<file path="config.mk">
export PLATFORM = sky130hd
export DESIGN_NAME = key_ctrl
export DESIGN_NICKNAME = d
export VERILOG_FILES = /design/src/rtl/clock_pkg.sv /design/src/rtl/key_debounce.sv /design/src/rtl/key_ctrl.sv
export SDC_FILE = /design/constraint.sdc
export NUM_CORES = 1
export LEC_CHECK = 0
export BUFFER_PORTS_ARGS = -buffer_cell sky130_fd_sc_hd__buf_4
export CAP_MARGIN = 40
export CORE_UTILIZATION = 49
export DETAILED_ROUTE_END_ITERATION = 8
export PLACE_DENSITY = 0.67
export SETUP_SLACK_MARGIN = 0.5
export SLEW_MARGIN = 30
export SYNTH_ARGS = -nofsm -noshare
export SYNTH_HDL_FRONTEND = slang
export SYNTH_SLANG_ARGS = --single-unit
</file>
<file path="constraint.sdc">
create_clock -name fs -period 5.2 [get_ports fs]
set_clock_uncertainty 0.2 [all_clocks]
set_input_delay 1.56 -clock fs [delete_from_list [all_inputs] [get_ports fs]]
set_output_delay 1.56 -clock fs [all_outputs]
set_load 0.005 [all_outputs]
</file>
<file path="src/rtl/clock_pkg.sv">
// Shared definitions for the digital clock front end: mode codes and the
// increment auto-repeat state encoding.
package clock_pkg;

    localparam logic [1:0] MK_RUN      = 2'b00;
    localparam logic [1:0] MK_ALM_VIEW = 2'b01;
    localparam logic [1:0] MK_ALM_SET  = 2'b10;
    localparam logic [1:0] MK_TIME_SET = 2'b11;

    typedef enum logic [1:0] {
        IDLE   = 2'b00,
        DELAY  = 2'b01,
        REPEAT = 2'b10
    } inc_state_t;

    // True in the two modes where the increment key edits a field.
    function automatic logic is_setting(input logic [1:0] mode);
        return (mode == MK_ALM_SET) || (mode == MK_TIME_SET);
    endfunction

endpackage

</file>
<file path="src/rtl/key_debounce.sv">
// One push-button: 2-flop synchroniser followed by a stable-level debouncer.
// press/rel are single-cycle strobes on the edge where the level flips.
module key_debounce #(
    parameter int DEB_CYCLES = 20
) (
    input  logic fs,
    input  logic rst_n,
    input  logic key_n,
    output logic level,
    output logic press,
    output logic rel
);

    localparam int CW = $clog2(DEB_CYCLES + 1);

    logic          sync1;
    logic          sync2;
    logic          sync_pressed;
    logic          flip;
    logic [CW-1:0] cnt;

    // Synchroniser chain; idle pin level is 1 (released).
    always_ff @(posedge fs or negedge rst_n) begin
        if (!rst_n) begin
            sync1 <= 1'b1;
            sync2 <= 1'b1;
        end else begin
            sync1 <= key_n;
            sync2 <= sync1;
        end
    end

    assign sync_pressed = ~sync2;
    // Count reaching DEB_CYCLES on this edge accepts the new level.
    assign flip  = (sync_pressed != level) && (cnt == CW'(DEB_CYCLES - 1));
    assign press = flip & sync_pressed;
    assign rel   = flip & ~sync_pressed;

    // Stable level and disagreement counter.
    always_ff @(posedge fs or negedge rst_n) begin
        if (!rst_n) begin
            level <= 1'b0;
            cnt   <= {CW{1'b0}};
        end else if (sync_pressed == level) begin
            cnt   <= {CW{1'b0}};
        end else if (flip) begin
            level <= sync_pressed;
            cnt   <= {CW{1'b0}};
        end else begin
            cnt   <= cnt + CW'(1);
        end
    end

endmodule

</file>
<file path="src/rtl/key_ctrl.sv">
// Front-panel key reader: debounced mode/select/increment keys driving the
// mode code, field code and hold-to-repeat increment strobe.
module key_ctrl #(
    parameter int DEB_CYCLES = 20,
    parameter int REP_DELAY  = 500,
    parameter int REP_PERIOD = 100
) (
    input  logic       fs,
    input  logic       rst_n,
    input  logic       key_mode_n,
    input  logic       key_sel_n,
    input  logic       key_inc_n,
    output logic [1:0] mk,
    output logic [1:0] k1,
    output logic       inc_pulse,
    output logic [2:0] key_level
);

    import clock_pkg::*;

    localparam int REP_MAX = (REP_DELAY > REP_PERIOD) ? REP_DELAY : REP_PERIOD;
    localparam int RW      = $clog2(REP_MAX + 1);

    logic          mode_level, sel_level, inc_level;
    logic          mode_press, sel_press, inc_press;
    logic          inc_rel;
    logic [1:0]    unused_rel;
    logic          setting;
    logic          inc_hold;
    inc_state_t    state, state_next;
    logic [RW-1:0] rep_cnt, rep_cnt_next;
    logic [1:0]    mk_next, k1_next;
    logic          pulse_next;

    key_debounce #(.DEB_CYCLES(DEB_CYCLES)) u_deb_mode (
        .fs(fs), .rst_n(rst_n), .key_n(key_mode_n),
        .level(mode_level), .press(mode_press), .rel(unused_rel[0])
    );

    key_debounce #(.DEB_CYCLES(DEB_CYCLES)) u_deb_sel (
        .fs(fs), .rst_n(rst_n), .key_n(key_sel_n),
        .level(sel_level), .press(sel_press), .rel(unused_rel[1])
    );

    key_debounce #(.DEB_CYCLES(DEB_CYCLES)) u_deb_inc (
        .fs(fs), .rst_n(rst_n), .key_n(key_inc_n),
        .level(inc_level), .press(inc_press), .rel(inc_rel)
    );

    assign key_level = {inc_level, sel_level, mode_level};
    assign setting   = is_setting(mk);
    // A release accepted on this edge already cancels any strobe due now.
    assign inc_hold  = inc_level & ~inc_rel;

    // Next mode/field codes and increment FSM transitions.
    always_comb begin
        mk_next      = mk;
        k1_next      = k1;
        state_next   = state;
        rep_cnt_next = rep_cnt;
        pulse_next   = 1'b0;

        if (mode_press) begin
            mk_next = mk + 2'b01;
            k1_next = 2'b00;
        end else if (sel_press && (mk != MK_RUN)) begin
            k1_next = k1 + 2'b01;
        end else begin
            k1_next = k1;
        end

        case (state)
            IDLE: begin
                if (inc_press && setting && !mode_press) begin
                    pulse_next   = 1'b1;
                    rep_cnt_next = RW'(REP_DELAY - 1);
                    state_next   = DELAY;
                end else begin
                    state_next   = IDLE;
                end
            end
            DELAY, REPEAT: begin
                if (mode_press || !inc_hold || !setting) begin
                    state_next   = IDLE;
                    rep_cnt_next = {RW{1'b0}};
                end else if (rep_cnt == {RW{1'b0}}) begin
                    pulse_next   = 1'b1;
                    rep_cnt_next = RW'(REP_PERIOD - 1);
                    state_next   = REPEAT;
                end else begin
                    rep_cnt_next = rep_cnt - RW'(1);
                end
            end
            default: begin
                state_next   = IDLE;
                rep_cnt_next = {RW{1'b0}};
            end
        endcase
    end

    // Registered outputs and FSM state.
    always_ff @(posedge fs or negedge rst_n) begin
        if (!rst_n) begin
            mk        <= MK_RUN;
            k1        <= 2'b00;
            inc_pulse <= 1'b0;
            state     <= IDLE;
            rep_cnt   <= {RW{1'b0}};
        end else begin
            mk        <= mk_next;
            k1        <= k1_next;
            inc_pulse <= pulse_next;
            state     <= state_next;
            rep_cnt   <= rep_cnt_next;
        end
    end

endmodule

</file>
Yosys cells after proc, flatten, opt, wreduce, memory -nomap -nowiden:

Cells that the tools add are included.

* word-level logic and storage cells: 90
* memories kept: 0
* bits in writable memories: 0
* flip-flop bits (word level): 40
* bits of input ports: 5
* bits in read-only memories: 0
* bits in latches: 0

* shift operators: 0
* multiply operators: 0
* add/sub/neg operators: 6
* bitwise gates (word level): 12
* reduce and logical (&&, ||, !) cells: 20
* multiplexer cells: 20
* eq/ne operators: 15
* magnitude comparators: 0
* divide/modulo/power cells: 0

Operator list (number)
* $mux W5: 6
* $mux W9: 3
* $pmux W9 S2: 1
* $add A5 B1 Y5 const B: 3
* $eq A5 B5 Y1 const B: 3
* $logic_not A9 Y1: 1
* $sub A9 B1 Y9 const B: 1
* $mux W2: 4
* $not A1 Y1: 7
* $eq A2 B2 Y1 const B: 3
* $logic_and A1 B1 Y1: 6
* $reduce_and A2 Y1: 3
* $and A1 B1 Y1: 5
* $add A2 B1 Y2 const B: 2
* $mux W1: 4
* $pmux W2 S2: 1
* $reduce_bool A2 Y1: 2
* $eq A1 B1 Y1: 3
* $logic_not A1 Y1: 3
* $logic_or A1 B1 Y1: 3
* $ne A1 B1 Y1: 3
* $ne A3 B3 Y1 const B: 1
* $eq A2 B1 Y1 const B: 1
* $logic_not A2 Y1: 1
* other kinds (3): 3

Logic depth before layout (Yosys ltp):

Gate-level depths: netlist of the first run.

* depth after elaboration: 11
* mapped depth: 7

Cells and area by module:

From an unflattened synthesis of the first run, not the netlist that was laid out.

* cell total of the unflattened synthesis: 191
* area, all modules: 2072.0 µm²

Modules (own cells, without submodules)
* key_ctrl: area each 1041.0 µm², times used 1, cells each 101, seq. area each 400.4 µm²
* key_debounce at u_deb_inc ...: area each 345.3 µm², times used 2, cells each 30, seq. area each 202.7 µm²
* key_debounce at u_deb_mode: area each 340.3 µm², times used 1, cells each 30, seq. area each 202.7 µm²

Worst setup path before layout of the first run:

No wires, ideal clock.

* path kind: register to output
* start point: register u_deb_sel.level
* end point: output port key_level[1]
* data arrival time: 0.549 ns
* stages on the path, launching flop included: 2
* slack: 2.891 ns
* required time: 3.440 ns
* path through: dfrtp_1 -> buf_4

RTL lines
* start, declared: line key_debounce.sv:9 `output logic level,`
* start signal, assigned: line key_debounce.sv:47 `level <= sync_pressed;`
* end, declared: line key_ctrl.sv:16 `output logic [2:0] key_level`

No word-level cell between the ends.

Final worst setup path of the first run:

* start point: register u_deb_mode.level
* end point: output port key_level[0]

RTL lines (line)
* start, declared: key_debounce.sv:9
* start signal, assigned: key_debounce.sv:47

No word-level cell between the ends.

==> run_results.csv, run 1 <==
group,metric,value,unit
worst_setup_path,worstSetupPathType,"register to output pin",
worst_setup_path,path_max_fanout,5,
pwr,power_density,279,nW/um^2
placement,io_buffers,12,
yosys,ys_warn_count,0,
yosys,post-synth-top-count-cell,"dfrtp_1",
worst_setup_path,r2r_cells,7,
worst_setup_path,start_kind,"register",
worst_setup_path,required,3.44,ns
grt,grt_overflow,0,
layout,drive_gt1_frac,0.178,
timing,min_period_over_period,0.513,
die,fp.dieH,65.2,um
timing,worst_pin_slew,0.507,ns
yosys,async_flop_share,1.00,
timing,layout_min_cycle_time,2.67,ns
die,num_rows,22,
clocking,postCtsSetupBuffers,0,
yosys,synth_nets,190,
worst_setup_path,max_stage_delay,0.45,ns
clocking,cts_resized,0,
yosys,syn_area,1960,sq um
clocking,cts.sinks,40,
placement,dp.cells,231,
route,antenna_left,0,
worst_setup_path,path_delay_family,"flip-flops",
clocking,cts_inserted_buffers,5,
hold_path,hold_path.class,"register to register",
route,wl,3070,um
layout,num_antenna_cells,0,
timing,fmax,0.375,GHz
worst_setup_path,timing.rr.start,"rep_cnt[0]$_DFFE_PN0P_",
clocking,cts_buffer_depth,2,
yosys,synth_edf_count,0,
grt,grt_pass1_vias,1338,
timing,slew-limit-headroom,0.659,
yosys,ys_top_cells_by_count,"dfrtp_1, nor2_1, nand2_1",
worst_setup_path,critPathBufInv,1,
hold_path,whs_endpoint,"u_deb_sel.sync2$_DFF_PN1_",
pwr,peakVddDrop,0.221,mV
timing,hold_viol_final,0,
worst_setup_path,timing.rr.end,"rep_cnt[3]$_DFFE_PN0P_",
die,die_x,65.2,um
yosys,yosysTopAreaCell,"dfrtp_1",
hold_path,holdPathStages,0,
worst_setup_path,crit_path_end_kind,"output pin",
grt,grt_use_total,0.178,
die,core,3740,sq um
worst_setup_path,cp_cell_sequence,"buf_4",
clocking,cts_tree,"yes",
clocking,cts_hold_buf,0,
clocking,htreeDepth,2,
yosys,yosysUniqueCellTypes,36,
timing,rsz0062_at_grt,"false",
status,status,"completed",
die,io_pins,13,
die,start_util,0.523,
route,firstDrtPassIters,4,
clocking,path_clk_slew,0.08,ns
hold_path,min_from,"u_deb_sel.sync1$_DFF_PN1_",
route,post-route-drc-count,0,
layout,fin_cells,239,
grt,grt_first_pass_wirelength,5730,um
yosys,syn_inst,176,
placement,place.gp.congestion,0.770,
yosys,synth_ff_type,"dfrtp_1",
route,route.vias.total,1287,
worst_setup_path,crit_slowest_cell,"dfrtp_1",
worst_setup_path,crit_arrival,0.91,ns
grt,grt_start_max_net_pins,41,
clocking,clk_latency,0.29,ns
yosys,yosysTopAreaCellShare,0.434,
run,drv_cap,0,
timing,slew_viol_final,0,
timing,finalSetupViolCount,0,
yosys,synth_seq_cells,40,
layout,fillers,327,
layout,multiInputGateArea,876,sq um
yosys,synth.area.top_cells,"dfrtp_1, dfstp_2, ha_1",
clocking,root_buffer,"clkbuf_8",
layout,seqCellArea,1010,sq um
yosys,yosysSeqAreaShare,0.515,
route,drt_iter0_drc,62,
layout,layout.nets,204,
route,vias_per_cell,5.38,
placement,dp_hpwl,2210,um
yosys,syn_avg_cell_area,11.1,sq um
route,routedWlPerCell,12.9,um
pwr,p_leak,0.981,nW
layout,area_delta_synth_final,11.9,%
die,dieArea,4260,sq um
worst_setup_path,r2r_setup_slack,2.94,ns
grt,antenna_found_initial,0,
timing,timing.hold.ws,0.158,ns
timing,finalSetupTns,0,ns
[stage by stage]
stage,cell area [sq um],utilization,power (mW),setup WS (ns)
finish,2190,0.586,0.612,2.53
global route,2190,0.586,0.636,2.49
CTS,2190,0.586,0.621,2.53
detailed placement,2070,0.553,0.357,2.86
global placement,2070,0.553,0.355,2.88
floorplan,1960,-,0.345,2.89
[flip-flops by register name (all words and copies together), names as in the netlist]
signal and count:
u_deb_mode.cnt 5, u_deb_sel.cnt 5, k1 2, u_deb_inc.sync2 1
u_deb_mode.sync1 1, inc_pulse 1, mk 2, u_deb_sel.sync1 1
state 2, u_deb_sel.sync2 1, rep_cnt 9, u_deb_mode.sync2 1
u_deb_inc.sync1 1, u_deb_sel.level 1, u_deb_inc.cnt 5, u_deb_inc.level 1
u_deb_mode.level 1
[area by class of cell]
type | instances | area share
clock buffer | 6 | 0.0376
clock inverter | 2 | 0.0177
inverter | 10 | 0.0171
multi-input combinational | 121 | 0.399
sequential | 40 | 0.460
tap | 48 | 0.0274
timing repair buffer | 12 | 0.0411
[layer usage]
layer	global-route usage	vias to the layer above	share of wire
li1	-	632	-
met1	0.199	630	0.45
met2	0.317	18	0.50
met3	0.0382	7	0.030
met4	0.0924	0	0.022
met5	0	-	0
[cell families after synthesis]
group,after synthesis,share of synthesized area
adders and majority gates,9,0.0575
and+or+nand+nor,63,0.190
DFF,40,0.515
AOI/OAI and AO/OA,30,0.113
buffers and inverters,15,0.0383
muxes,2,0.0102
xor gates and xnor gates,17,0.0760
[worst max path at each step]
stage	startpoint	end	slack [ns]	cells past startpoint
2_1_floorplan	u_deb_sel.level$_DFFE_PN0P_	key_level[1]	2.89	1
3_3_place_gp	u_deb_sel.level$_DFFE_PN0P_	key_level[1]	2.88	1
3_5_place_dp	u_deb_mode.level$_DFFE_PN0P_	key_level[0]	2.86	1
4_1_cts	u_deb_mode.level$_DFFE_PN0P_	key_level[0]	2.53	1
5_1_grt	u_deb_mode.level$_DFFE_PN0P_	key_level[0]	2.49	1
6_report	u_deb_mode.level$_DFFE_PN0P_	key_level[0]	2.53	1
[layout by cell type, fill, tap and decap left out, types with 4 or more instances in the layout]
master and instances:
dfrtp_1 34, nor2_1 21, nand2_1 14, buf_4 12, inv_1 10, xnor2_1 10
ha_1 9, xor2_1 7, nand3_1 6, o21ai_0 6, clkbuf_8 6, dfstp_2 6
nor2b_1 4, nor3_1 4, o31ai_1 4
[report_power, final]
| group | total [mW] | internal [mW] | switching [mW] |
|---|---|---|---|
| clock | 0.262 | 0.157 | 0.105 |
| combinational | 0.0225 | 0.00991 | 0.0126 |
| sequential | 0.328 | 0.321 | 0.00664 |
Note: power is estimated with default switching activity, not from simulation.
==> inputs of run 2 (changes only) <==
--- a/config.mk
+++ b/config.mk
@@ -9,7 +9,7 @@
 export CAP_MARGIN = 40
 export CORE_UTILIZATION = 49
 export DETAILED_ROUTE_END_ITERATION = 8
-export PLACE_DENSITY = 0.67
+export PLACE_DENSITY = 0.69
 export SETUP_SLACK_MARGIN = 0.5
 export SLEW_MARGIN = 30
 export SYNTH_ARGS = -nofsm -noshare
==> constraint.sdc (replaced) <==
create_clock -name fs -period 2.3 [get_ports fs]
set_clock_uncertainty 0.2 [all_clocks]
set_input_delay 0.69 -clock fs [delete_from_list [all_inputs] [get_ports fs]]
set_output_delay 0.69 -clock fs [all_outputs]
set_load 0.005 [all_outputs]
==> run 2 against run 1 <==
Compared with the run above:
- design area grew 16%
- via count is 15% higher
- critical path depth grew 6
- combinational power grew to 2.7 times the previous value
- worst setup slack worse by 2.2 ns
- non-clock buffer count grew 25
- global-route usage is 1.6 points higher
- core utilization increased by 9.4 points
- power increased by 130%
- final cell count up 11%
- critical path type is now register to register
- critical endpoint is now rep_cnt[3]$_DFFE_PN0P_
- largest power group unchanged
- highest routed layer unchanged
==> run_results.csv, run 2 (synthesis results as in run 1) <==
group,metric,value,unit
placement,dpl-instance-area,2090,sq um
die,fp.dieH,65.2,um
timing,rsz0062_at_grt,"true",
status,status,"completed",
worst_setup_path,required,2.28,ns
timing,finalSetupTns,0,ns
pwr,power_density,550,nW/um^2
route,wl,4090,um
die,start_util,0.523,
layout,final_util,0.680,
pwr,internal-power,1.11,mW
pwr,p_comb_frac,0.043,
route,antenna_left,0,
worst_setup_path,timing.rr.start,"u_deb_inc.cnt[0]$_DFF_PN0_",
clocking,cts_inserted_buffers,5,
pwr,p_leak,1.17,nW
die,core,3740,sq um
layout,layout_commonest_cell,"buf_4",
grt,grt_start_max_net_pins,41,
layout,layout.nets,230,
clocking,htreeDepth,2,
worst_setup_path,crit_path_end_kind,"register",
route,drt_iter0_drc,92,
worst_setup_path,start_kind,"register",
timing,timing.hold.ws,0.158,ns
pwr,clock_power_share,0.425,
pwr,switching_power,0.291,mW
timing,slew-limit-headroom,0.668,
route,firstDrtPassIters,4,
hold_path,hold_path.class,"input pin to async pin",
clocking,cts.sinks,40,
die,dieArea,4260,sq um
grt,grt_overflow,0,
grt,grt_first_pass_wirelength,6250,um
clocking,path_clk_slew,0.08,ns
timing,hold_viol_final,0,
timing,worst_pin_slew,0.498,ns
die,num_rows,22,
timing,slew_viol_final,0,
grt,grt_pass1_vias,1467,
worst_setup_path,crit_arrival,1.93,ns
pwr,sequentialPowerShare,0.532,
timing,fmax,0.513,GHz
layout,design_area,2540,sq um
pwr,sw_frac_of_total,0.208,
timing,min_period_over_period,0.847,
clocking,cts_tree,"yes",
pwr,peakVddDrop,0.411,mV
timing,setup_ws,0.351,ns
grt,antenna_found_initial,0,
worst_setup_path,timing.rr.end,"rep_cnt[3]$_DFFE_PN0P_",
placement,dp_hpwl,2360,um
route,post-route-drc-count,0,
worst_setup_path,worstSetupPathType,"register to register",
clocking,clk_latency,0.29,ns
clocking,root_buffer,"clkbuf_8",
placement,dpl_worst_slack,0.140,ns
layout,layout_common_cells,"buf_4, dfrtp_1, nor2_1",
route,vias_per_cell,5.61,
layout,num_antenna_cells,0,
timing,finalSetupViolCount,0,
worst_setup_path,path_max_fanout,5,
placement,place.gp.congestion,0.840,
placement,io_buffers,12,
layout,largest_register_ffs,9,
clocking,cts_hold_buf,0,
layout,area_delta_synth_final,29.9,%
route,route.vias.total,1486,
layout,largest-register,"rep_cnt",
die,io_pins,13,
grt,grt_use_total,0.195,
worst_setup_path,r2r_cells,7,
timing,layout_min_cycle_time,1.95,ns
worst_setup_path,r2r_setup_slack,0.35,ns
clocking,cts_buffer_depth,2,
route,routedWlPerCell,15.4,um
die,die_x,65.2,um
layout,drive_gt1_frac,0.364,
run,drv_cap,0,
-- run 2: cell types whose count changed in the layout (fill, tap and decap cells not counted), moves of 3 or more --
cell / before / now
ha_4: 0 / 3
buf_4: 12 / 35
dfrtp_2: 0 / 3
ha_1: 9 / 6
dfrtp_1: 34 / 31
-- run 2: metrics by stage --
step	instances	power [mW]
5_1_grt	265	1.46
3_5_place_dp	231	0.811
3_3_place_gp	231	0.807
4_1_cts	252	1.41
6_report	265	1.40
2_1_floorplan	176	0.782
-- run 2: layer usage --
layer	vias to the layer above	global-route usage	wire length, um
li1	691	-	-
met4	0	0.0978	89
met2	42	0.336	2190
met5	-	0	0
met3	11	0.0608	186
met1	742	0.214	1630
-- run 2: how the worst max path moves through the flow --
stage                              to                       start  slack (ns)  depth (start not counted)
6_report       rep_cnt[3]$_DFFE_PN0P_  u_deb_inc.cnt[0]$_DFF_PN0_        0.35                          7
5_1_grt        rep_cnt[3]$_DFFE_PN0P_      rep_cnt[0]$_DFFE_PN0P_        0.28                          8
4_1_cts        rep_cnt[3]$_DFFE_PN0P_      rep_cnt[0]$_DFFE_PN0P_        0.40                          8
3_5_place_dp   rep_cnt[3]$_DFFE_PN0P_      rep_cnt[0]$_DFFE_PN0P_        0.14                          7
3_3_place_gp   rep_cnt[3]$_DFFE_PN0P_      rep_cnt[0]$_DFFE_PN0P_        0.23                          7
2_1_floorplan  rep_cnt[3]$_DFFE_PN0P_      rep_cnt[0]$_DFFE_PN0P_        0.35                          7
-- run 2: what timing repair did --
| action | 4_1_cts | 5_1_grt |
|---|---|---|
| setup endpoints to repair | 14 | 15 |
| pin swaps | 6 | 8 |
| resized for setup | 12 | 15 |
| buffers inserted | 12 | 13 |
| gates cloned | 1 | 0 |
-- run 2: worst max-delay path: stages, from the launching register on --
cell and delay [ns]:
dfrtp_1 0.42, ha_4 0.19, nand4bb_4 0.15, nor3_4 0.23, buf_4 0.15, and2_4 0.18, o32ai_2 0.09, a22o_1 0.22
-- run 2: area by class of cell --
class	count	area, sq um
clock buffers	6	82.6
clock inverters	2	38.8
fillers	287	1200
inverters	10	37.5
multi-input cells	122	1030
flip-flops and latches	40	1010
well taps	48	60.1
repair buffers	37	285
-- run 2: power by group through the flow --
stage          Combinational, mW  Clock, mW  Sequential, mW
3_5_place_dp              0.0549          0           0.756
3_3_place_gp              0.0522          0           0.754
6_report                  0.0602      0.595           0.745
5_1_grt                   0.0689      0.640           0.747
4_1_cts                   0.0588      0.609           0.743
2_1_floorplan             0.0300          0           0.752
==> inputs of run 3 (changes only) <==
--- a/config.mk
+++ b/config.mk
@@ -9,7 +9,7 @@
 export CAP_MARGIN = 40
 export CORE_UTILIZATION = 49
 export DETAILED_ROUTE_END_ITERATION = 8
-export PLACE_DENSITY = 0.69
+export PLACE_DENSITY = 0.67
 export SETUP_SLACK_MARGIN = 0.5
 export SLEW_MARGIN = 30
 export SYNTH_ARGS = -nofsm -noshare
==> constraint.sdc (replaced) <==
create_clock -name fs -period 1.9 [get_ports fs]
set_clock_uncertainty 0.2 [all_clocks]
set_input_delay 0.57 -clock fs [delete_from_list [all_inputs] [get_ports fs]]
set_output_delay 0.57 -clock fs [all_outputs]
set_load 0.005 [all_outputs]
==> run 3 against run 2 <==
Compared with the run above:
- sequential share of layout area is 2.5 points lower
- non-clock buffer count is 7 higher
- worst setup slack worse by 0.31 ns
- final cell count is 2.6% higher
- clock-buffer cell count is 1 higher
- power is 13% higher
- sequential power is 21% higher
- design area is 6.7% higher
- register-to-register slack worse by 0.31 ns
- sequential cell count stayed put
==> run_results.csv, run 3 (synthesis results as in run 1) <==
group,metric,value,unit
layout,largest_register_ffs,9,
timing,min_period_over_period,0.978,
die,io_pins,13,
pwr,p_comb_frac,0.058,
clocking,cts_hold_buf,0,
route,wl,3950,um
pwr,clock_power_share,0.373,
pwr,switching_power,0.362,mW
layout,multiInputGateArea,1130,sq um
timing,fmax,0.538,GHz
worst_setup_path,r2r_cells,6,
timing,worst_pin_slew,0.486,ns
die,start_util,0.523,
clocking,clk_latency,0.29,ns
clocking,path_clk_slew,0.08,ns
timing,finalSetupViolCount,0,
hold_path,hold_path.class,"input pin to async pin",
pwr,finalPower,1.58,mW
worst_setup_path,worstSetupPathType,"register to register",
grt,grt_start_max_net_pins,41,
worst_setup_path,path_max_fanout,7,
pwr,sw_frac_of_total,0.229,
timing,hold_viol_final,0,
route,firstDrtPassIters,4,
clocking,cts_buffer_depth,2,
placement,place.gp.congestion,0.827,
clocking,htreeDepth,2,
die,die_x,65.2,um
timing,slew-limit-headroom,0.676,
die,core,3740,sq um
clocking,cts_inserted_buffers,5,
clocking,root_buffer,"clkbuf_8",
pwr,sequentialPowerShare,0.570,
grt,antenna_found_initial,0,
layout,num_antenna_cells,0,
pwr,power_density,582,nW/um^2
layout,layout.nets,237,
placement,dp_hpwl,2240,um
pwr,p_leak,1.20,nW
pwr,internal-power,1.22,mW
worst_setup_path,start_kind,"register",
timing,rsz0062_at_grt,"true",
status,status,"completed",
placement,io_buffers,12,
timing,finalSetupTns,0,ns
layout,design_area,2720,sq um
layout,drive_gt1_frac,0.455,
route,drt_iter0_drc,53,
route,routedWlPerCell,14.5,um
run,drv_cap,0,
layout,fillers,257,
timing,slew_viol_final,0,
layout,seqCellArea,1010,sq um
worst_setup_path,crit_path_end_kind,"register",
worst_setup_path,required,1.87,ns
worst_setup_path,crit_arrival,1.83,ns
timing,setup_ws,0.0419,ns
grt,grt_first_pass_wirelength,6520,um
layout,layout_common_cells,"dfrtp_1, buf_4, nor2_1",
die,dieArea,4260,sq um
timing,layout_min_cycle_time,1.86,ns
grt,grt_pass1_vias,1452,
die,num_rows,22,
route,route.vias.total,1447,
route,vias_per_cell,5.32,
clocking,cts.sinks,40,
clocking,cts_tree,"yes",
die,fp.dieH,65.2,um
grt,grt_use_total,0.207,
route,post-route-drc-count,0,
layout,largest-register,"rep_cnt",
grt,grt_overflow,0,
placement,dpl_worst_slack,-0.0632,ns
layout,area_delta_synth_final,38.6,%
route,antenna_left,0,
pwr,peakVddDrop,0.482,mV
placement,dpl-instance-area,2190,sq um
[run 3: layout make-up]
| cell class | instances | area share |
|---|---|---|
| timing repair buffer | 44 | 0.141 |
| clock buffer | 7 | 0.0318 |
| clock inverter | 1 | 0.00276 |
| inverter | 10 | 0.0138 |
| multi-input combinational | 122 | 0.415 |
| tap | 48 | 0.0221 |
| sequential | 40 | 0.373 |
[run 3: per-layer routing]
| metal | wire length, um | global-route usage |
|---|---|---|
| met5 | 0 | 0 |
| met4 | 93 | 0.111 |
| met3 | 146 | 0.0590 |
| met2 | 2020 | 0.329 |
| met1 | 1680 | 0.253 |
[run 3: power by group through the flow]
stage / logic [mW] / registers [mW] / clock network, mW
after CTS: 0.0830 / 0.900 / 0.610
after floorplan: 0.0366 / 0.911 / 0
after global routing: 0.105 / 0.904 / 0.644
after global placement: 0.0671 / 0.912 / 0
final: 0.0915 / 0.901 / 0.590
after detailed placement: 0.0695 / 0.913 / 0
[run 3: stage by stage]
stage	utilization	cells	hold WS, ns
finish	0.726	272	0.0316
global route	0.726	272	0.0684
CTS	0.697	269	0.0458
detailed placement	0.585	242	0.147
global placement	0.585	242	0.147
floorplan	-	176	0.0744
[run 3: timing repair]
action,CTS,global route
setup buffers,18,3
gates resized for setup,34,23
pin swaps,9,19
cloned,1,0
endpoints found under the setup margin,27,31
[run 3: final timing paths]
path,to,startpoint,slack [ns]
max,rep_cnt[0]$_DFFE_PN0P_,u_deb_mode.cnt[1]$_DFF_PN0_,0.04
min,u_deb_inc.cnt[3]$_DFF_PN0_,rst_n,0.03
max reg2reg,rep_cnt[0]$_DFFE_PN0P_,u_deb_mode.cnt[1]$_DFF_PN0_,0.04
min reg2reg,u_deb_mode.sync2$_DFF_PN1_,u_deb_mode.sync1$_DFF_PN1_,0.16
max in group asynchronous,u_deb_sel.level$_DFFE_PN0P_,rst_n,1.09
min in group fs,u_deb_mode.sync2$_DFF_PN1_,u_deb_mode.sync1$_DFF_PN1_,0.16
[run 3: worst max-delay path, stage by stage, from the launching register on]
cell and delay (ns):
dfrtp_1 0.40, ha_4 0.17, nand4bb_4 0.11, o32a_4 0.39, and2_4 0.18, o211ai_1 0.18
o31ai_2 0.10
